--- src/rtl/hex_scan_display_pkg.sv ---
// Shared types and constants for the hex scan display: segment table, idle
// patterns and digit-index type.
package hex_scan_display_pkg;

  localparam int NUM_DIGITS = 4;

  typedef logic [1:0] digit_idx_t;

  localparam logic [7:0] SEG_OFF = 8'hFF;
  localparam logic [3:0] AN_OFF  = 4'b1111;

  // Active-low {g,f,e,d,c,b,a} patterns for hex 0..F
  localparam logic [6:0] SEG_TABLE [16] = '{
    7'h40, 7'h79, 7'h24, 7'h30, 7'h19, 7'h12, 7'h02, 7'h78,
    7'h00, 7'h10, 7'h08, 7'h03, 7'h46, 7'h21, 7'h06, 7'h0E
  };

  function automatic logic [3:0] an_sel(digit_idx_t idx);
    return ~(4'b0001 << idx);
  endfunction

endpackage

--- src/rtl/hex_scan_display_if.sv ---
// Load/display bus between the number datapath and the 7-segment scanner.
interface hex_scan_display_if;
  logic [15:0] data;
  logic        load;
  logic [3:0]  dp_in;
  logic [3:0]  digit_en;
  logic [3:0]  an;
  logic [7:0]  seg;
  logic        frame_done;

  modport master (output data, load, dp_in, digit_en,
                  input  an, seg, frame_done);
  modport slave  (input  data, load, dp_in, digit_en,
                  output an, seg, frame_done);
endinterface

--- src/rtl/hex_scan_display_hex_to_seg.sv ---
// Combinational hex nibble to active-low 7-segment pattern.
module hex_to_seg
  import hex_scan_display_pkg::*;
(
  input  logic [3:0] hex,
  output logic [6:0] seg
);
  assign seg = SEG_TABLE[hex];
endmodule

--- src/rtl/hex_scan_display.sv ---
// 4-digit multiplexed hex display with staged loads swapped in on frame edges.
// Optional LEADING_ZERO_BLANK_EN blanks digits above the top nonzero digit.
module hex_scan_display
  import hex_scan_display_pkg::*;
#(
  parameter int DIGIT_CYCLES = 100000,
  parameter int CNT_W        = 17
) (
  input  logic clk,
  input  logic rst,
  hex_scan_display_if.slave bus
);

  localparam logic [CNT_W-1:0] CNT_LAST = CNT_W'(DIGIT_CYCLES - 1);

  logic [CNT_W-1:0] cnt;
  digit_idx_t       idx;
  logic             pending;
  logic [15:0]      stg_data, shd_data;
  logic [3:0]       stg_dp, stg_en, shd_dp, shd_en;
  logic [3:0]       an_q;
  logic [7:0]       seg_q;
  logic             fd_q;

  logic             wrap, boundary;
  logic [NUM_DIGITS-1:0][6:0] pat;
  logic [3:0]       show;
  logic             lit;
  logic [3:0]       an_d;
  logic [7:0]       seg_d;

  assign wrap     = (cnt == CNT_LAST);
  assign boundary = wrap && (idx == 2'd3);

  for (genvar g = 0; g < NUM_DIGITS; g++) begin : g_dec
    hex_to_seg u_dec (.hex(shd_data[4*g +: 4]), .seg(pat[g]));
  end

`ifdef LEADING_ZERO_BLANK_EN
  // A digit survives if it or any digit above it is nonzero; digit0 always does.
  logic [3:0] keep;
  assign keep = {|shd_data[15:12], |shd_data[15:8], |shd_data[15:4], 1'b1};
  assign show = shd_en & keep;
`else
  assign show = shd_en;
`endif

  always_comb begin
    lit   = show[idx];
    an_d  = AN_OFF;
    seg_d = SEG_OFF;
    if (lit) begin
      an_d  = an_sel(idx);
      seg_d = {~shd_dp[idx], pat[idx]};
    end
  end

  always_ff @(posedge clk) begin
    if (rst) begin
      cnt      <= '0;
      idx      <= '0;
      pending  <= 1'b0;
      stg_data <= '0;
      stg_dp   <= '0;
      stg_en   <= '0;
      shd_data <= '0;
      shd_dp   <= '0;
      shd_en   <= '0;
      an_q     <= AN_OFF;
      seg_q    <= SEG_OFF;
      fd_q     <= 1'b0;
    end else begin
      cnt <= wrap ? '0 : cnt + 1'b1;
      if (wrap) idx <= idx + 2'd1;

      if (bus.load) begin
        stg_data <= bus.data;
        stg_dp   <= bus.dp_in;
        stg_en   <= bus.digit_en;
        pending  <= 1'b1;
      end

      // Frame edge: a coincident load bypasses staging so it is never lost.
      if (boundary) begin
        pending <= 1'b0;
        if (bus.load) begin
          shd_data <= bus.data;
          shd_dp   <= bus.dp_in;
          shd_en   <= bus.digit_en;
        end else if (pending) begin
          shd_data <= stg_data;
          shd_dp   <= stg_dp;
          shd_en   <= stg_en;
        end
      end

      an_q  <= an_d;
      seg_q <= seg_d;
      fd_q  <= boundary;
    end
  end

  assign bus.an         = an_q;
  assign bus.seg        = seg_q;
  assign bus.frame_done = fd_q;

endmodule

--- src/flat_wrapper.sv ---
// flat-port wrapper written by rule: the top's interface ports become plain ports
module hex_scan_display_flat import hex_scan_display_pkg::*;
#(
  parameter int DIGIT_CYCLES = 100000,
  parameter int CNT_W        = 17
)
  (clk, rst, bus_data, bus_load, bus_dp_in, bus_digit_en, bus_an, bus_seg, bus_frame_done);
  hex_scan_display_if bus_i ();
  input  logic clk;
  input  logic rst;
  input wire logic [$bits(bus_i.data)-1:0] bus_data;
  input wire logic [$bits(bus_i.load)-1:0] bus_load;
  input wire logic [$bits(bus_i.dp_in)-1:0] bus_dp_in;
  input wire logic [$bits(bus_i.digit_en)-1:0] bus_digit_en;
  output wire logic [$bits(bus_i.an)-1:0] bus_an;
  output wire logic [$bits(bus_i.seg)-1:0] bus_seg;
  output wire logic [$bits(bus_i.frame_done)-1:0] bus_frame_done;
  assign bus_i.data = bus_data;
  assign bus_i.load = bus_load;
  assign bus_i.dp_in = bus_dp_in;
  assign bus_i.digit_en = bus_digit_en;
  assign bus_an = bus_i.an;
  assign bus_seg = bus_i.seg;
  assign bus_frame_done = bus_i.frame_done;
  hex_scan_display #(.DIGIT_CYCLES(DIGIT_CYCLES), .CNT_W(CNT_W)) u_core (.clk(clk), .rst(rst), .bus(bus_i));
endmodule
--- config.mk ---
export PLATFORM = sky130hd
export DESIGN_NAME = hex_scan_display_flat
export DESIGN_NICKNAME = d
export VERILOG_FILES = /design/src/rtl/hex_scan_display_pkg.sv /design/src/rtl/hex_scan_display_if.sv /design/src/rtl/hex_scan_display_hex_to_seg.sv /design/src/rtl/hex_scan_display.sv /design/src/flat_wrapper.sv
export SDC_FILE = /design/constraint.sdc
export NUM_CORES = 1
export LEC_CHECK = 0
export BUFFER_PORTS_ARGS = -buffer_cell sky130_fd_sc_hd__buf_4
export CAP_MARGIN = 5
export CORE_ASPECT_RATIO = 2
export CORE_UTILIZATION = 45
export DETAILED_ROUTE_END_ITERATION = 8
export PLACE_DENSITY_LB_ADDON = 0.2
export SLEW_MARGIN = 5
export SYNTH_ARGS = -nofsm -noshare
export SYNTH_HDL_FRONTEND = slang
export SYNTH_SLANG_ARGS = --single-unit
--- constraint.sdc ---
create_clock -name clk -period 2.5 [get_ports clk]
set_clock_uncertainty 0.1 [all_clocks]
set_input_delay 0.125 -clock clk [delete_from_list [all_inputs] [get_ports clk]]
set_output_delay 0.125 -clock clk [all_outputs]
set_load 0.05 [all_outputs]
==> impl_results.md, run 1 <==
* RSZ-0062 raised after global routing: false
* Residual DRC count at 0
* Die ar. at 10200 sq um
* Max Freq at between 400 and 500 MHz
* Vias in the first global route at just over 3000
* Setup Buffers After CTS at 0
* Post-Layout Cell Count at 590
* Starting Density at 0.467
* Top Ports at 40
* Cell Area, Synth at 4380 sq um
* FF+latch count, synth at 81
* Post-synth EDFFs at 0
* Lkg Pwr at 2.22 nW
* Post-route cell area at ~5200 sq um
* Fin util at 0.558
* Setup WS pre-CTS at 0.220 ns
* Critical Path Source Type: register
* Die Ht at roughly 140 um
* Period utilization at 0.915
* First-pass GRT wire length at approximately 15000 um
* Worst-path maximum fanout at 13
* Max-slew violations at 0
* Syn nets at ~490
* Placed Cells at 561
* # fillers at around 820
* Gpl congestion at 0.822
* Antenna violations before repair at 0
* Yosys warns at 0
* Register area share after synthesis at 0.370
* # rows at 50
* CP Capture Type: register
* Final Power at 2.98 mW
* CTS H-tree depth at 3
* HPWL Detailed at between 6000 and 7000 um
* Max-Cap Viols at 0
* Async SR Flop Fraction at 0
* Crit path DAT at 2.41 ns
* Maximum vdd drop at 0.000462 V
* Port bufs at 39
* Setup TNS at 0 ns
* Post-detailed-route count of antenna-violating nets at 0
* Worst-Skew Late Latency at between 0.3 and 0.4 ns
* CP Class: register to register
* Sink Count at between 80 and 90
* Pre-antenna DRT Iters at 5
* Buffer depth of the longest clock path at 2
* Final setup viols at 0
* Cells after Synth at between 400 and 500
* Final Hold Vio Count at 0
* Clock-pin slew on the worst setup and hold paths at 0.06 ns
* Final WL at 9110 um
* Power Dens Cells at about 570 nW/um^2
* Layout net count at 542
* Unique masters post-synth at 40
* Layout cells sized above 1 at 0.233
* Most used DFF post-synth: dfxtp_1
* Global route overflow at 0
* Worst Max-Slew Pin Slew at 0.580 ns
* CTS buffer count at 9
* Syn-to-layout area delta at 19.5%
* Status: finished clean
* Die Width at 71.8 um
* Max-Slew Margin vs Limit at 0.613
* Final worst slack at 0.211 ns
* Root buffer cell: clkbuf_16
* Core Footprint at 9380 sq um
* Initial drt markers at 134
* Critical path data required time at approximately 2.6 ns
* Antenna diodes at 0
* Wire per inst at 15.4 um
* Placed cell area at roughly 4800 sq um
* Syn Area/Cell at 10.1 sq um
* Largest net degree at the start of global routing at 31
* GRT Overall Usage at 0.195
* Total vias in the final route at 3125
* Final Critical Period at 2.29 ns
* Hold Crit Class: primary input to register
* Worst hold slack at a little under 0.004 ns
* Vias/cell at 5.30
* CTS tree: built
-- synthesized netlist by cell type (2+ instances only) --
cell / number / area [sq um]
clkbuf_1: 19 / 71.3
a22oi_1: 7 / 52.6
inv_1: 16 / 60.1
buf_2: 3 / 15.0
a32o_1: 2 / 20.0
ha_1: 33 / 413
nand3_1: 7 / 35.0
nand4_1: 6 / 37.5
dfxtp_1: 81 / 1620
mux2_2: 16 / 180
a31oi_1: 2 / 12.5
xor2_1: 3 / 26.3
nor2_1: 62 / 233
mux4_2: 9 / 203
nor4_1: 6 / 37.5
nor3_1: 7 / 35.0
a2bb2oi_1: 4 / 35.0
mux2i_1: 43 / 430
xnor2_1: 12 / 105
mux2_4: 20 / 300
o21ai_0: 12 / 60.1
nand2_1: 17 / 63.8
a21oi_1: 4 / 20.0
nor2b_1: 25 / 156
buf_6: 3 / 33.8
-- report_power, final --
group / leakage, nW / internal (mW) / switching [mW] / total [mW]
combinational: 1.40 / 0.0722 / 0.0619 / 0.134
sequential: 0.659 / 1.32 / 0.00867 / 1.33
clock: 0.169 / 0.997 / 0.517 / 1.51
-- critical path: stages, from the launching register on --
cell     delay (ns)
dfxtp_1        0.35
ha_1           0.22
and2_1         0.20
nand4_2        0.15
or4b_1         0.60
buf_4          0.24
mux2_4         0.32
-- routing by layer --
| layer | share of wire | track usage |
|---|---|---|
| met3 | 0.020 | 0.0384 |
| met2 | 0.57 | 0.365 |
| met4 | 0.028 | 0.0867 |
| met1 | 0.38 | 0.202 |
| met5 | 0 | 0 |
-- path summary, 6_finish.rpt --
path | start | to | slack [ns] | cells after the start
setup reg to reg | u_core.cnt[0] | u_core.shd_data[13] | 0.21 | 6
hold reg to reg | u_core.cnt[0] | u_core.cnt[0] | 0.35 | 1
hold / removal | bus_digit_en[1] | u_core.stg_en[1] | 0.004 | 3
setup / recovery | u_core.cnt[0] | u_core.shd_data[13] | 0.21 | 6
-- sequential cells by signal, summed over array words and instances (netlist names) --
signal,flops
u_core.shd_dp,4
u_core.idx,2
u_core.stg_data,16
u_core.stg_en,4
u_core.shd_data,16
u_core.shd_en,4
u_core.stg_dp,4
u_core.bus.an,4
u_core.cnt,17
u_core.bus.frame_done,1
u_core.pending,1
u_core.bus.seg,8
-- final cells by class --
class / count / area [sq um] / share of cell area
inverter: 17 / 63.8 / 0.0122
sequential: 81 / 1620 / 0.310
clock buffer: 10 / 239 / 0.0456
clock inverter: 5 / 104 / 0.0198
multi-input combinational: 311 / 2580 / 0.492
tap: 104 / 130 / 0.0249
timing repair buffer: 62 / 500 / 0.0956
-- layout by cell type, fill, tap and decap left out, types with 2 or more instances in the layout --
cell and count:
a2bb2oi_1 4, o21ai_0 12, ha_1 33, mux2_2 16, nor3_1 7, mux2_4 20, a32o_1 2, dlygate4sd3_1 14
a22oi_1 7, nand4_1 6, nor4_1 6, xnor2_1 12, mux2i_1 43, nand2_1 17, mux4_2 9, dfxtp_1 81
nor2_1 62, bufinv_16 3, a31oi_1 2, inv_1 16, clkbuf_16 9, nand3_1 7, xor2_1 3, buf_4 48
nor2b_1 25, a21oi_1 4
-- cell families after synthesis --
family / after synthesis / synth area share
simple gates: 140 / 0.158
buf+inv: 42 / 0.0420
flops: 81 / 0.370
fa+ha+maj: 33 / 0.0942
mux: 88 / 0.254
compound gates: 35 / 0.0522
xor+xnor: 15 / 0.0300
-- repair_timing --
action | in CTS | in global routing
resized for setup | 0 | 0
endpoints found under the setup margin | 0 | 0
hold buffers | 14 | 0
endpoints found under the hold margin | 14 | 0
(Power assumes the default switching activity.)
==> run 2, diff against run 1 <==
==> constraint.sdc (replaced) <==
create_clock -name clk -period 2.5 [get_ports clk]
set_clock_uncertainty 0.1 [all_clocks]
set_input_delay 0.25 -clock clk [delete_from_list [all_inputs] [get_ports clk]]
set_output_delay 0.25 -clock clk [all_outputs]
set_load 0.05 [all_outputs]
==> run 2 against run 1 <==
Worst hold slack better by 0.088 ns. Clock-buffer cell count is the same. Largest power group unchanged. Highest routed layer unchanged. Non-clock buffer count fell by 14. Flip-flop and latch count did not move. Global-route usage is 0.15 points lower. Largest cell class unchanged. Critical endpoint is now u_core.shd_dp[0]. Power decreased by 4.8%. Die area stayed put. Clock power down 8%. Final cell count decreased by 2.2%.
==> impl_results.md, run 2 (synthesis results as in run 1) <==
* Status: finished clean
* Total vias in the final route at 3127
* Top reg by flops: u_core.cnt
* Max Freq at about 440 MHz
* CP Capture Type: register
* Pre-antenna DRT Iters at 5
* Root buffer cell: clkbuf_16
* Layout net count at 528
* Reg2reg path depth at 6
* Clock-pin slew on the worst setup and hold paths at 0.06 ns
* Final setup viols at 0
* Post-Layout Cell Count at 577
* Post-detailed-route count of antenna-violating nets at 0
* Final WL at 9160 um
* Hold path cells at 3
* Sequential share of power at 0.469
* Sw Pwr at 0.587 mW
* Max-Slew Margin vs Limit at 0.620
* HPWL Detailed at around 6800 um
* Clk pwr share at 0.490
* Antenna diodes at 0
* Lkg Pwr at 2.15 nW
* Port bufs at 39
* Max-Cap Viols at 0
* Worst-Skew Late Latency at 0.34 ns
* Worst reg2reg setup slack at slightly above 0.2 ns
* Vias/cell at 5.42
* Gpl congestion at 0.840
* Die Ht at 142 um
* Final Power at 2.83 mW
* GRT Overall Usage at 0.193
* Layout cells sized above 1 at 0.239
* Hold Crit Class: primary input to register
* Critical Path Source Type: register
* Residual DRC count at 0
* Post-cts hold buffer count at 0
* Worst Max-Slew Pin Slew at ~0.57 ns
* Antenna violations before repair at 0
* Largest register FFs at 17
* Final worst slack at 0.201 ns
* Final Hold Vio Count at 0
* Critical path data required time at about 2.6 ns
* Setup Buffers After CTS at 0
* Core Footprint at 9380 sq um
* Die ar. at 10200 sq um
* Most common cell after layout, fill and taps aside: dfxtp_1
* Global route overflow at 0
* Commonest non-fill, non-tap cells in the layout: dfxtp_1 (81), nor2_1 (62), buf_4 (48), mux2i_1 (43), ha_1 (33)
* # fillers at 856
* RSZ-0062 raised after global routing: false
* Buffer depth of the longest clock path at 2
* Starting Density at 0.467
* Period utilization at 0.919
* Fin util at 0.540
* Wire per inst at 15.9 um
* CTS-repair resized insts at 0
* Int Power at 2.24 mW
* Crit path DAT at between 2 and 2.5 ns
* Initial drt markers at 151
* Top Ports at 40
* CTS tree: built
* CP Class: register to register
* Vias in the first global route at 3154
* # rows at 50
* Power Dens Cells at 559 nW/um^2
* CTS buffer count at 9
* Combinational group share of total power at 0.041
* Setup TNS at 0 ns
* Final Critical Period at 2.30 ns
* Setup WS pre-CTS at ~0.21 ns
* Largest net degree at the start of global routing at between 50 and 60
* Max-slew violations at 0
* CTS H-tree depth at 3
* First-pass GRT wire length at 15000 um
* Worst-path maximum fanout at 13
* Maximum vdd drop at 0.000417 V
* Sink Count at 81
* Largest registers: u_core.cnt: 17 flops, u_core.shd_data: 16 flops, u_core.stg_data: 16 flops
* Die Width at 71.8 um
* Switching share of total power at 0.207
* Placed Cells at 561
* Syn-to-layout area delta at 15.6%
## run 2: cell types whose count changed in the layout (fill, tap and decap cells not counted)
cell | before | now
bufinv_16 | 3 | 2
clkbuf_8 | 1 | 0
clkinv_2 | 1 | 3
clkbuf_1 | 0 | 1
clkinv_4 | 1 | 0
clkinvlp_4 | 0 | 1
dlygate4sd3_1 | 14 | 0
## run 2: area by class of cell
type                       count  area [sq um]  share of cell area
timing repair buffer          48           360              0.0711
clock buffer                  10           229              0.0452
inverter                      17          63.8              0.0126
tap                          104           130              0.0257
multi-input combinational    311          2580               0.509
clock inverter                 6          82.6              0.0163
sequential                    81          1620               0.320
## run 2: worst paths after layout
kind                  from                  end
max          u_core.cnt[0]     u_core.shd_dp[0]
min           bus_data[15]  u_core.stg_data[15]
max reg2reg  u_core.cnt[0]     u_core.shd_dp[0]
min reg2reg  u_core.cnt[0]        u_core.cnt[0]
## run 2: critical path, cell delays in order (launching register included)
cell and delay, ns:
dfxtp_1 0.35, ha_1 0.23, and2_1 0.20, nand4_2 0.15, or4b_1 0.59, buf_4 0.24, mux2_4 0.31
## run 2: layer usage
layer,vias up,wire length (um),GRT usage
met3,22,205,0.0341
met2,53,5260,0.369
li1,1578,-,-
met5,-,0,0
met1,1474,3430,0.195
met4,0,267,0.0929
## run 2: stage by stage
stage          cell area [sq um]  hold slack, ns
2_1_floorplan               4380           0.318
3_3_place_gp                4750           0.337
3_5_place_dp                4750           0.343
4_1_cts                     5060          0.0901
5_1_grt                     5060           0.103
6_report                    5060          0.0918
## run 2: power by group through the flow
stage,clock [mW],combinational (mW),sequential [mW]
finish,1.39,0.116,1.33
global route,1.48,0.127,1.33
CTS,1.41,0.118,1.33
detailed placement,0,0.118,1.36
global placement,0,0.116,1.36
floorplan,0,0.0700,1.35
